### src/rtl/led_pattern_engine.sv
// LED bar animation engine: three debounced push-buttons drive a small
// run/pause/idle controller that animates an N-bit LED bar in one of four
// modes (rotate left, rotate right, bounce, fill) at a switch-selected rate.
//
// state | meaning
// ------+--------------------------------------------------------------
// IDLE  | bar dark, tick counter cleared, mode may be changed
// RUN   | tick counter running, bar advances one step per tick
// PAUSE | bar frozen, tick counter held so RUN resumes mid-period

module led_btn_debounce #(
  parameter int DEB_CYCLES = 1000000
) (
  input  logic clk,
  input  logic rst,
  input  logic raw,
  output logic pulse
);

  localparam int DW = (DEB_CYCLES > 1) ? $clog2(DEB_CYCLES) : 1;
  localparam logic [DW-1:0] CNT_MAX = DW'(DEB_CYCLES - 1);

  logic          sync1;
  logic          sync2;
  logic          deb;
  logic          deb_prev;
  logic [DW-1:0] cnt;

  // Synchronise the raw level, filter it, and emit a one-cycle rising-edge pulse.
  always_ff @(posedge clk or negedge rst) begin
    if (!rst) begin
      sync1    <= 1'b0;
      sync2    <= 1'b0;
      deb      <= 1'b0;
      deb_prev <= 1'b0;
      cnt      <= '0;
      pulse    <= 1'b0;
    end else begin
      sync1    <= raw;
      sync2    <= sync1;
      if (sync2 != deb) begin
        if (cnt == CNT_MAX) begin
          deb <= sync2;
          cnt <= '0;
        end else begin
          cnt <= cnt + DW'(1);
        end
      end else begin
        cnt <= '0;
      end
      deb_prev <= deb;
      pulse    <= deb & ~deb_prev;
    end
  end

endmodule

module led_pattern_engine #(
  parameter int N_LEDS     = 8,
  parameter int TICK_DIV   = 100000000,
  parameter int DEB_CYCLES = 1000000
) (
  input  logic              clk,
  input  logic              rst,
  input  logic              btn_start,
  input  logic              btn_stop,
  input  logic              btn_mode,
  input  logic [1:0]        speed,
  output logic [N_LEDS-1:0] led,
  output logic [1:0]        state_o,
  output logic [1:0]        mode_o
);

  typedef enum logic [1:0] {
    ST_IDLE  = 2'b00,
    ST_RUN   = 2'b01,
    ST_PAUSE = 2'b10
  } state_t;

  typedef enum logic [1:0] {
    MD_LEFT   = 2'd0,
    MD_RIGHT  = 2'd1,
    MD_BOUNCE = 2'd2,
    MD_FILL   = 2'd3
  } mode_t;

  localparam int CNT_W = (TICK_DIV > 1) ? $clog2(TICK_DIV) : 1;
  localparam logic [N_LEDS-1:0] LSB_ONLY = {{(N_LEDS-1){1'b0}}, 1'b1};
  localparam logic [N_LEDS-1:0] MSB_ONLY = {1'b1, {(N_LEDS-1){1'b0}}};

  logic start_p;
  logic stop_p;
  logic mode_p;

  state_t             state_q, state_d;
  mode_t              mode_q,  mode_d;
  logic [N_LEDS-1:0]  led_q,   led_d;
  logic               dir_q,   dir_d;     // 0 = moving up (towards MSB), 1 = down
  logic [CNT_W-1:0]   cnt_q,   cnt_d;

  logic [31:0]        period;
  logic [31:0]        period_m1;
  logic [31:0]        cnt_ext;
  logic               tick;
  logic [N_LEDS-1:0]  step_led;

  led_btn_debounce #(.DEB_CYCLES(DEB_CYCLES)) u_start (
    .clk   (clk),
    .rst   (rst),
    .raw   (btn_start),
    .pulse (start_p)
  );

  led_btn_debounce #(.DEB_CYCLES(DEB_CYCLES)) u_stop (
    .clk   (clk),
    .rst   (rst),
    .raw   (btn_stop),
    .pulse (stop_p)
  );

  led_btn_debounce #(.DEB_CYCLES(DEB_CYCLES)) u_mode (
    .clk   (clk),
    .rst   (rst),
    .raw   (btn_mode),
    .pulse (mode_p)
  );

  function automatic logic [N_LEDS-1:0] init_pat(input mode_t m);
    return (m == MD_RIGHT) ? MSB_ONLY : LSB_ONLY;
  endfunction

  // Step period from the speed switch; >= compare makes a shortened period fire at once.
  always_comb begin
    period = 32'(TICK_DIV) >> speed;
    if (period == 32'd0) begin
      period = 32'd1;
    end
    period_m1 = period - 32'd1;
  end

  assign cnt_ext = 32'(cnt_q);
  assign tick    = (state_q == ST_RUN) && (cnt_ext >= period_m1);

  // Next animation frame for the current mode and direction.
  always_comb begin
    step_led = led_q;
    unique case (mode_q)
      MD_LEFT:   step_led = {led_q[N_LEDS-2:0], led_q[N_LEDS-1]};
      MD_RIGHT:  step_led = {led_q[0], led_q[N_LEDS-1:1]};
      MD_BOUNCE: step_led = dir_q ? (led_q >> 1) : (led_q << 1);
      MD_FILL:   step_led = (&led_q) ? LSB_ONLY : ((led_q << 1) | LSB_ONLY);
      default:   step_led = led_q;
    endcase
  end

  // Controller next-state: stop beats start, start beats a mode reload, reload beats a tick.
  always_comb begin
    state_d = state_q;
    mode_d  = mode_q;
    led_d   = led_q;
    dir_d   = dir_q;
    cnt_d   = cnt_q;

    if (mode_p) begin
      mode_d = mode_t'(mode_q + 2'd1);
    end

    unique case (state_q)
      ST_IDLE: begin
        led_d = '0;
        cnt_d = '0;
        if (start_p && !stop_p) begin
          state_d = ST_RUN;
          led_d   = init_pat(mode_d);
          dir_d   = 1'b0;
        end
      end

      ST_RUN: begin
        if (stop_p) begin
          state_d = ST_IDLE;
          led_d   = '0;
          cnt_d   = '0;
        end else if (start_p) begin
          state_d = ST_PAUSE;
        end else if (mode_p) begin
          led_d = init_pat(mode_d);
          dir_d = 1'b0;
          cnt_d = '0;
        end else if (tick) begin
          led_d = step_led;
          cnt_d = '0;
          if (mode_q == MD_BOUNCE) begin
            if (!dir_q && step_led[N_LEDS-1]) begin
              dir_d = 1'b1;
            end else if (dir_q && step_led[0]) begin
              dir_d = 1'b0;
            end
          end
        end else begin
          cnt_d = cnt_q + CNT_W'(1);
        end
      end

      ST_PAUSE: begin
        if (stop_p) begin
          state_d = ST_IDLE;
          led_d   = '0;
          cnt_d   = '0;
        end else if (start_p) begin
          state_d = ST_RUN;
        end else if (mode_p) begin
          led_d = init_pat(mode_d);
          dir_d = 1'b0;
        end
      end

      default: begin
        state_d = ST_IDLE;
        led_d   = '0;
        cnt_d   = '0;
      end
    endcase
  end

  // Controller state register; reset drops the bar immediately.
  always_ff @(posedge clk or negedge rst) begin
    if (!rst) begin
      state_q <= ST_IDLE;
      mode_q  <= MD_LEFT;
      led_q   <= '0;
      dir_q   <= 1'b0;
      cnt_q   <= '0;
    end else begin
      state_q <= state_d;
      mode_q  <= mode_d;
      led_q   <= led_d;
      dir_q   <= dir_d;
      cnt_q   <= cnt_d;
    end
  end

  assign led     = led_q;
  assign state_o = state_q;
  assign mode_o  = mode_q;

endmodule

### config.mk
export PLATFORM = sky130hd
export DESIGN_NAME = led_pattern_engine
export DESIGN_NICKNAME = d
export VERILOG_FILES = /design/src/rtl/led_pattern_engine.sv
export SDC_FILE = /design/constraint.sdc
export NUM_CORES = 1
export LEC_CHECK = 0
export ABC_AREA = 0
export BUFFER_PORTS_ARGS = -buffer_cell sky130_fd_sc_hd__buf_2
export CAP_MARGIN = 20
export CORE_UTILIZATION = 30
export DETAILED_ROUTE_END_ITERATION = 6
export MAX_ROUTING_LAYER = met4
export SETUP_SLACK_MARGIN = 0.15
export SYNTH_ARGS = -nofsm -noshare
export SYNTH_HDL_FRONTEND = slang
export SYNTH_SLANG_ARGS = --single-unit
### constraint.sdc
create_clock -name clk -period 2.4 [get_ports clk]
set_input_delay 0.72 -clock clk [delete_from_list [all_inputs] [get_ports clk]]
set_output_delay 0.72 -clock clk [all_outputs]
set_load 0.01 [all_outputs]
==> summary.md, run 1 <==
| Metric | Value |
|---|---|
| Status | complete, but fails checks |
| Violated checks | setup timing |
| Final Slew Violations | 0 |
| # IOs | 19 |
| Hold EP | u_mode.sync2 |
| Main combinational cell family by area after synthesis | simple AND/OR/NAND/NOR gates |
| DRC | 0 |
| Post-synth ARST share | 1.00 |
| Tot GR Track Use | 0.134 |
| RSZ-0062 raised after global routing | true |
| Port bufs | 18 |
| Post-synth EDFFs | 0 |
| Vias | between 4000 and 5000 |
| Placed Instances | just over 900 |
| Grt total ovfl | 0 |
| Placer Congestion | between 0.8 and 0.9 |
| Critical hold path startpoint | u_mode.sync1 |
| Worst rel slew slack | 0.572 |
| Initial core utilization | 0.310 |
| Die Height | roughly 140 um |
| Peak supply drop | slightly above 0.5 mV |
| Core Util, Final | 0.385 |
| Post-CTS Hold Buffers | 0 |
| R2r endpoint | led[7] |
| Setup crit start kind | primary input |
| CP max FO | 6 |
| Fin Clk Skew | around 7.9 ps |
| Fin crit period | 2490 ps |
| Worst Reg-to-Reg Cells | 8 |
| Wire length of the first global-routing pass | between 20000 and 25000 um |
| Register area share after synthesis | 0.471 |
| Mapped Area | a little over 6000 um2 |
| Num Clock Sinks | between 100 and 150 |
| Post-synthesis simple-gate area fraction | 0.222 |
| XOR/XNOR Fraction of Synth Area | 0.0888 |
| Mapped Nets | roughly 670 |
| Via/cell ratio | 4.73 |
| Worst setup path start | speed[1] |
| Core Area | slightly below 20000 um2 |
| N_diodes | 0 |
| Pwr Total | between 4000 and 5000 uW |
| Worst-skew pair later-pin latency | 410 ps |
| Ys Warns | 0 |
| Vias in the first global route | between 4000 and 5000 |
| Post-DP HPWL | about 8100 um |
| Final worst-path cycle share | 1.04 |
| Post-DRT Antenna Nets | 0 |
| Req. time, crit path | 2700 ps |
| F_max | around 400 MHz |
| CTS tree | done |
| Die ar. | about 21000 um2 |
| Hold crit path type | flip-flop to flip-flop |
| Adder-Cell Fraction of Synth Area | 0.0567 |
| Max cap viols | 0 |
| Worst Path Arrival | about 2800 ps |
| Cells on Worst Hold Path | 0 |
| Die W | roughly 140 um |
| Finished Layout Cells | ~970 |
| #FFs+latches synth | between 100 and 150 |
| Critical R2R Launch | cnt_q[13] |
| Slew of the pin with the lowest slew margin | 642 ps |
| Clk pin slew, worst setup/hold paths | 50 ps |
| Post-synth top flop | dfrtp_1 |
| Largest net degree at the start of global routing | approximately 120 |
| Clock Path Buffers | 2 |
| Standard-cell rows | between 50 and 60 |
| Power density cells | slightly above 600 nW/um2 |
| Synth Area in Compound Gates | 0.114 |
| Root Buffer | clkbuf_16 |
| Post-synthesis mux area share | 0.0174 |
| Share of cells above drive strength 1 | 0.191 |
| Drt wl/cell | around 13 um |
| Mapped Avg Cell Area | ~9.6 um2 |
| Synth unique cells | between 50 and 60 |
| First drt pass iteration count | 4 |
| Mapped Cells | between 600 and 700 |
| Final setup margin | -90.8 ps |
| # setup viols final | 28 |
| Initial DRC Count | 278 |
| Critical path class | primary input to flip-flop |
| Final hold vios | 0 |
| Pleak | ~0.0035 uW |
| # H-tree levels | 4 |
| CP Capture Type | flip-flop |
| Antenna violations before repair | 0 |
| Routed WL | 12200 um |
| Number of CTS-inserted buffers | 17 |
| Layout area overhead | 24.3% |
| R2r setup slk | -10 ps |
| Nets | slightly above 700 |
[kinds of logic after synthesis]
family / Yosys count
other: 1
buffers and inverters: 40
adder cells (fa/ha/maj): 28
flip-flops: 115
AO/OA/AOI/OAI: 98
XOR/XNOR: 62
AND/OR/NAND/NOR: 281
multiplexers: 9
[timing repair]
action	4_1_cts	5_1_grt
gates resized for setup	36	16
buffers inserted	0	1
pin swaps	29	12
setup endpoints to repair	36	36
cloned	0	0
[registers in the layout, indices dropped and copies added (netlist names), 2 cells and up]
name / cells
cnt_q: 27
led: 8
mode_o: 2
state_o: 2
u_mode.cnt: 20
u_start.cnt: 20
u_stop.cnt: 20
[cell usage after synthesis (10+ instances only)]
cell type / n / area, um2
nor2b_1: 15 / 93.8
inv_1: 24 / 90.1
nand4_1: 10 / 62.6
ha_1: 26 / 325
and3_1: 25 / 156
xnor2_1: 25 / 219
nand3_1: 40 / 200
a21o_1: 16 / 120
xor2_1: 37 / 324
nor2_1: 101 / 379
clkbuf_1: 11 / 41.3
nand2_1: 46 / 173
o21ai_0: 21 / 105
a22o_1: 13 / 114
a21oi_1: 14 / 70.1
dfrtp_1: 115 / 2880
[critical path: stages]
cell	delay (ps)
buf_8	90
nor2b_4	160
inv_4	40
ha_4	260
ha_4	190
a21o_1	140
a22oi_1	170
nand3_1	140
a31oi_4	260
o211a_4	230
a21oi_4	50
mux2_4	320
[cell usage in the layout, fill, tap and decap left out, types with 16 or more instances in the layout]
master / n
nand2_1: 44
and3_1: 24
buf_4: 26
xnor2_1: 25
dfrtp_1: 115
nor2_1: 98
inv_1: 23
nand3_1: 39
clkbuf_16: 17
ha_1: 24
xor2_1: 37
a21o_1: 16
[per-layer routing]
metal | routed length (um) | part of all wire | track usage
met5 | 0 | 0 | -
met3 | 299 | 0.025 | 0.0375
met2 | 5480 | 0.45 | 0.195
met1 | 6280 | 0.52 | 0.178
met4 | 123 | 0.010 | 0.0432
[power breakdown]
part,switching [uW],internal [uW]
clock network,881,1630
logic,93.8,51.8
registers,13.3,1960
total,988,3640
[worst max-delay path by stage]
stage / cells after the start / slack [ps] / end
final: 12 / -90 / led[7]
after detailed placement: 13 / -620 / cnt_q[9]
after global routing: 13 / -180 / cnt_q[19]
after CTS: 12 / -100 / led[7]
after global placement: 13 / -560 / cnt_q[12]
after floorplan: 13 / -420 / led[0]
[metrics by stage]
stage,setup WS (ps),TNS [ps],hold slack (ps),instance area (um2)
global placement,-561,-18260,334,6780
global route,-182,-4550,351,7600
floorplan,-424,-10090,331,6170
CTS,-102,-1980,350,7510
detailed placement,-622,-20210,337,6780
finish,-90.8,-1420,348,7600
[cell type report]
type | count | area (um2)
Clock buffer | 19 | 433
Clock inverter | 13 | 161
Fill cell | 1945 | 12100
Inverter | 24 | 92.6
Multi-Input combinational cell | 479 | 3290
Sequential cell | 115 | 2880
Tap cell | 265 | 332
Timing Repair Buffer | 52 | 415
Note: power is estimated with default switching activity, not from simulation.
==> run 2, diff against run 1 <==
--- a/config.mk
+++ b/config.mk
@@ -9,6 +9,7 @@
 export BUFFER_PORTS_ARGS = -buffer_cell sky130_fd_sc_hd__buf_2
 export CAP_MARGIN = 20
 export CORE_UTILIZATION = 30
+export CTS_BUF_LIST = sky130_fd_sc_hd__clkbuf_8
 export DETAILED_ROUTE_END_ITERATION = 6
 export MAX_ROUTING_LAYER = met4
 export SETUP_SLACK_MARGIN = 0.15
==> run 2 against run 1 <==
The run still ends with setup timing left. Die area did not move. Final cell count unchanged. Via count fell by 0.42%. Wire length down 0.49%. Sequential power about the same. Worst hold slack better by 3.4 ps. Clock skew grew 1.1 ps. Combinational power about the same. Maximum frequency decreased by 0.27%. Power decreased by 15%. Count of clock-buffer cells in the layout is 2 lower. Core utilization shrank 1.0 points.
==> summary.md, run 2 (same netlist as run 1, synthesis figures left out) <==
| Metric | Value |
|---|---|
| Layout area overhead | 21.0% |
| Port bufs | 18 |
| Slew of the pin with the lowest slew margin | between 600 and 700 ps |
| Max FFs per register | 27 |
| Share of cells above drive strength 1 | 0.189 |
| N_diodes | 0 |
| # setup viols final | 27 |
| Largest net degree at the start of global routing | between 100 and 150 |
| Grt total ovfl | 0 |
| Placed instance area | ~6800 um2 |
| F_max | approximately 400 MHz |
| Final Slew Violations | 0 |
| Tot GR Track Use | 0.132 |
| DRC | 0 |
| Pwr Total | ~4000 uW |
| Hold crit path type | flip-flop to flip-flop |
| Initial core utilization | 0.310 |
| Wire length of the first global-routing pass | roughly 21000 um |
| Vias | 4559 |
| Routed WL | between 10000 and 15000 um |
| Seq pwr share | 0.501 |
| RSZ-0062 raised after global routing | true |
| Placed Instances | approximately 930 |
| CTS tree | done |
| Violated checks | setup timing |
| Die ar. | approximately 21000 um2 |
| Layout fillers | a little under 2000 |
| Clock Path Buffers | 2 |
| Clk pin slew, worst setup/hold paths | approximately 70 ps |
| Multi-input logic area | ~3300 um2 |
| CP Capture Type | flip-flop |
| CP max FO | 6 |
| Final worst-path cycle share | 1.04 |
| Initial DRC Count | 224 |
| Comb pwr share | 0.037 |
| Max cap viols | 0 |
| Die W | 145 um |
| Commonest non-fill, non-tap cell in the layout | dfrtp_1 |
| Worst Path Arrival | between 2000 and 3000 ps |
| Nets | just over 700 |
| Largest reg by FF count | cnt_q |
| Worst-skew pair later-pin latency | around 430 ps |
| Sw Pwr | between 900 and 1000 uW |
| Core Util, Final | 0.375 |
| Worst rel slew slack | 0.590 |
| Root Buffer | clkbuf_8 |
| Setup crit start kind | primary input |
| Peak supply drop | around 0.33 mV |
| Post-DRT Antenna Nets | 0 |
| Antenna violations before repair | 0 |
| Status | complete, but fails checks |
| Number of CTS-inserted buffers | 17 |
| Req. time, crit path | roughly 2700 ps |
| Sw Share | 0.230 |
| Most frequent cells in the layout | dfrtp_1 (115), nor2_1 (99), nand2_1 (44), nand3_1 (39), xor2_1 (37) |
| Drt wl/cell | between 10 and 15 um |
| Setup WS pre-CTS | -622 ps |
| Post-CTS Hold Buffers | 0 |
| Pint | a little over 3000 uW |
| Final setup margin | -97.5 ps |
| Post-DP HPWL | between 8000 and 9000 um |
| Placer Congestion | approximately 0.82 |
| Fin crit period | approximately 2500 ps |
| Num Clock Sinks | around 120 |
| Clock power frac | 0.461 |
| # H-tree levels | 4 |
| Pleak | approximately 0.0035 uW |
| Core Area | about 20000 um2 |
| Finished Layout Cells | approximately 970 |
| Standard-cell rows | 51 |
| Register area | around 2900 um2 |
| Design area | around 7400 um2 |
| Final hold vios | 0 |
| Critical path class | primary input to flip-flop |
| Power density cells | 531 nW/um2 |
| # IOs | 19 |
| Via/cell ratio | approximately 4.7 |
| First drt pass iteration count | 5 |
| Vias in the first global route | 4516 |
| Fin Clk Skew | ~9 ps |
| Die Height | about 140 um |
-- run 2: cell types whose count changed in the layout (fill, tap and decap cells not counted), sizes merged --
cell	delta
clkbuf	-2
inv	+2
-- run 2: repair_timing --
action | 4_1_cts | 5_1_grt
pin swaps | 29 | 10
setup buffers | 0 | 1
gates resized for setup | 36 | 14
setup endpoints to repair | 36 | 36
endpoints found under the hold margin | 0 | 0
-- run 2: final cells by class --
| cell class | count | share of cell area |
|---|---|---|
| well taps | 265 | 0.0448 |
| flip-flops and latches | 115 | 0.389 |
| repair buffers | 52 | 0.0562 |
| clock buffers | 17 | 0.0316 |
| multi-input cells | 479 | 0.443 |
| inverters | 24 | 0.0125 |
| clock inverters | 15 | 0.0228 |
-- run 2: worst max-delay path, stage by stage --
cell	delay [ps]
buf_8	80
nor2b_4	160
inv_4	40
ha_4	260
ha_4	190
a21o_1	140
a22oi_1	170
nand3_1	140
a31oi_4	250
o211a_4	240
a21oi_4	50
buf_6	170
o22ai_1	200
-- run 2: metrics by stage --
| stage | setup TNS (ps) | hold WS (ps) |
|---|---|---|
| after floorplan | -10090 | 331 |
| after global placement | -18260 | 334 |
| after detailed placement | -20210 | 337 |
| after CTS | -1090 | 354 |
| after global routing | -3330 | 353 |
| final | -945 | 351 |
-- run 2: worst paths after layout --
| kind | from | end | slack [ps] | cells past startpoint |
|---|---|---|---|---|
| hold reg to reg | u_start.sync1 | u_start.sync2 | 350 | 0 |
| max in group asynchronous | rst | cnt_q[23] | 1580 | 2 |
| setup / recovery | speed[1] | led[2] | -100 | 13 |
| min in group asynchronous | rst | u_start.cnt[2] | 380 | 2 |
| setup reg to reg | cnt_q[13] | led[2] | -40 | 9 |
| hold / removal | u_start.sync1 | u_start.sync2 | 350 | 0 |
-- run 2: routing by layer --
metal,part of all wire,up-vias,GRT usage
li1,-,2307,-
met1,0.52,2194,0.177
met2,0.44,49,0.195
met3,0.028,9,0.0346
met4,0.011,0,0.0416
met5,0,-,-
-- run 2: power by group through the flow --
stage               Sequential (uW)  Clock, uW  Combinational [uW]
global route                   1970       1970                 172
finish                         1970       1810                 146
detailed placement             2010          0                 144
CTS                            1970       1870                 149
floorplan                      2000          0                66.4
global placement               2000          0                 142
==> run 3, diff against run 2 <==
--- a/config.mk
+++ b/config.mk
@@ -6,7 +6,7 @@
 export NUM_CORES = 1
 export LEC_CHECK = 0
 export ABC_AREA = 0
-export BUFFER_PORTS_ARGS = -buffer_cell sky130_fd_sc_hd__buf_2
+export BUFFER_PORTS_ARGS = -buffer_cell sky130_fd_sc_hd__clkbuf_2
 export CAP_MARGIN = 20
 export CORE_UTILIZATION = 30
 export CTS_BUF_LIST = sky130_fd_sc_hd__clkbuf_8
==> run 3 against run 2 <==
Register-to-register slack hardly changed. Power is 5.3% higher. Final cell count is 0.52% higher. Non-clock buffer count is 5 higher. Worst setup slack better by 21 ps. Via count is 0.31% higher. Global-route usage is 0.22 points higher. Maximum frequency is 0.85% higher. Highest routed layer unchanged. The run still ends with setup timing left.
==> summary.md, run 3 (same netlist as run 1, synthesis figures left out) <==
| Metric | Value |
|---|---|
| Port bufs | 18 |
| Power density cells | ~550 nW/um2 |
| First drt pass iteration count | 4 |
| Commonest non-fill, non-tap cell in the layout | dfrtp_1 |
| Largest net degree at the start of global routing | 50 |
| Hold Slack | approximately 170 ps |
| R2r endpoint | led[0] |
| Routed WL | 12500 um |
| Crit path depth | 12 |
| Drt wl/cell | between 10 and 15 um |
| Placer Congestion | roughly 0.79 |
| Peak supply drop | 0.349 mV |
| Clk pin slew, worst setup/hold paths | 70 ps |
| Final worst-path cycle share | 1.03 |
| Layout area overhead | 23.8% |
| CP max FO | 5 |
| Wire length of the first global-routing pass | 21500 um |
| Cells along the critical path | buf_8 > nor2b_4 > inv_4 > ha_4 > ha_4 > a21o_1 > a22oi_2 > nand3_2 > a31oi_4 > o211a_4 > a21oi_4 > mux2_4 |
| DRC | 0 |
| Max cap viols | 0 |
| R2r setup slk | -30 ps |
| Worst Reg-to-Reg Cells | 8 |
| Req. time, crit path | around 2700 ps |
| Worst-skew pair later-pin latency | around 430 ps |
| Final hold vios | 0 |
| Final TNS setup | -711 ps |
| Die ar. | around 21000 um2 |
| Final Slew Violations | 0 |
| Grt total ovfl | 0 |
| Tot GR Track Use | 0.135 |
| Worst rel slew slack | 0.636 |
| Clock Path Buffers | 2 |
| Initial DRC Count | around 260 |
| Setup crit start kind | primary input |
| Nets | slightly above 700 |
| # setup viols final | 23 |
| CP Capture Type | flip-flop |
| Critical path class | primary input to flip-flop |
| # H-tree levels | 4 |
| Number of CTS-inserted buffers | 17 |
| Status | complete, but fails checks |
| N_diodes | 0 |
| Slew of the pin with the lowest slew margin | 547 ps |
| Fin Clk Skew | 10.6 ps |
| Vias | 4573 |
| Pleak | 0.00350 uW |
| Antenna violations before repair | 0 |
| Post-DRT Antenna Nets | 0 |
| Top cell by count, worst path | ha_4 |
| Violated checks | setup timing |
| Most frequent cells in the layout | dfrtp_1 (115), nor2_1 (95), nand2_1 (43), nand3_1 (39), xor2_1 (37) |
| F_max | roughly 400 MHz |
| Core Area | approximately 20000 um2 |
| Num Clock Sinks | 115 |
| Worst Path Arrival | ~2800 ps |
| Vias in the first global route | between 4000 and 5000 |
| Max stage delay on crit path | 320 ps |
| Post-CTS Hold Buffers | 0 |
| Critical R2R Launch | cnt_q[13] |
| Via/cell ratio | 4.70 |
| WP buf/inv | 2 |
| Initial core utilization | 0.310 |
| Die Height | 145 um |
| Root Buffer | clkbuf_8 |
| CTS tree | done |
| Largest reg by FF count | cnt_q |
| Max FFs per register | 27 |
| Hold crit path type | primary input to async pin |
| # IOs | 19 |
| RSZ-0062 raised after global routing | true |
| Delay-heaviest family, CP | compound AO/OA/AOI/OAI gates |
| Final setup margin | -76.4 ps |
| Standard-cell rows | 51 |
| Slowest CP cell | mux2_4 |
| Share of cells above drive strength 1 | 0.204 |
| Post-DP HPWL | 8430 um |
| Fin crit period | between 2000 and 2500 ps |
| Die W | ~140 um |
[run 3: how the worst max path moves through the flow]
stage                     startpoint   endpoint
after global placement      speed[1]     led[7]
after floorplan             speed[1]     led[0]
final                       speed[0]     led[0]
after detailed placement    speed[1]  cnt_q[10]
after global routing        speed[1]  cnt_q[21]
after CTS                   speed[1]     led[0]
[run 3: per-stage QoR]
stage               utilization  cell area [um2]  total power (uW)  cells  setup WS, ps
finish                    0.384             7570              4130    972         -76.4
global route              0.384             7570              4320    972          -127
CTS                       0.376             7410              4190    969         -75.6
detailed placement        0.346             6820              2160    936          -600
global placement          0.346             6820              2150    936          -561
floorplan                     -             6170              2070    634          -424
[run 3: report_power, final]
group	switching [uW]	leakage (uW)	internal, uW
Sequential	13.6	0.00158	1960
Clock	773	0.000230	1230
Combinational	98.6	0.00169	63.0
Total	886	0.00350	3250
[run 3: layout make-up]
class,instances,area [um2]
multi-input combinational,479,3330
fill,1949,12100
clock buffer,21,289
tap,265,332
timing repair buffer,57,492
clock inverter,11,158
sequential,115,2880
inverter,24,92.6
[run 3: what timing repair did]
action / 4_1_cts / 5_1_grt
resized for setup: 28 / 24
setup buffers: 1 / 2
pin swaps: 16 / 28
hold endpoints to repair: 0 / 0
gates cloned: 0 / 1
setup endpoints to repair: 35 / 36
[run 3: layer usage]
metal	GRT usage	vias to the layer above	part of all wire
met1	0.177	2201	0.51
met3	0.0355	10	0.028
met4	0.0416	0	0.0096
li1	-	2320	-
met5	-	-	0
met2	0.202	42	0.45
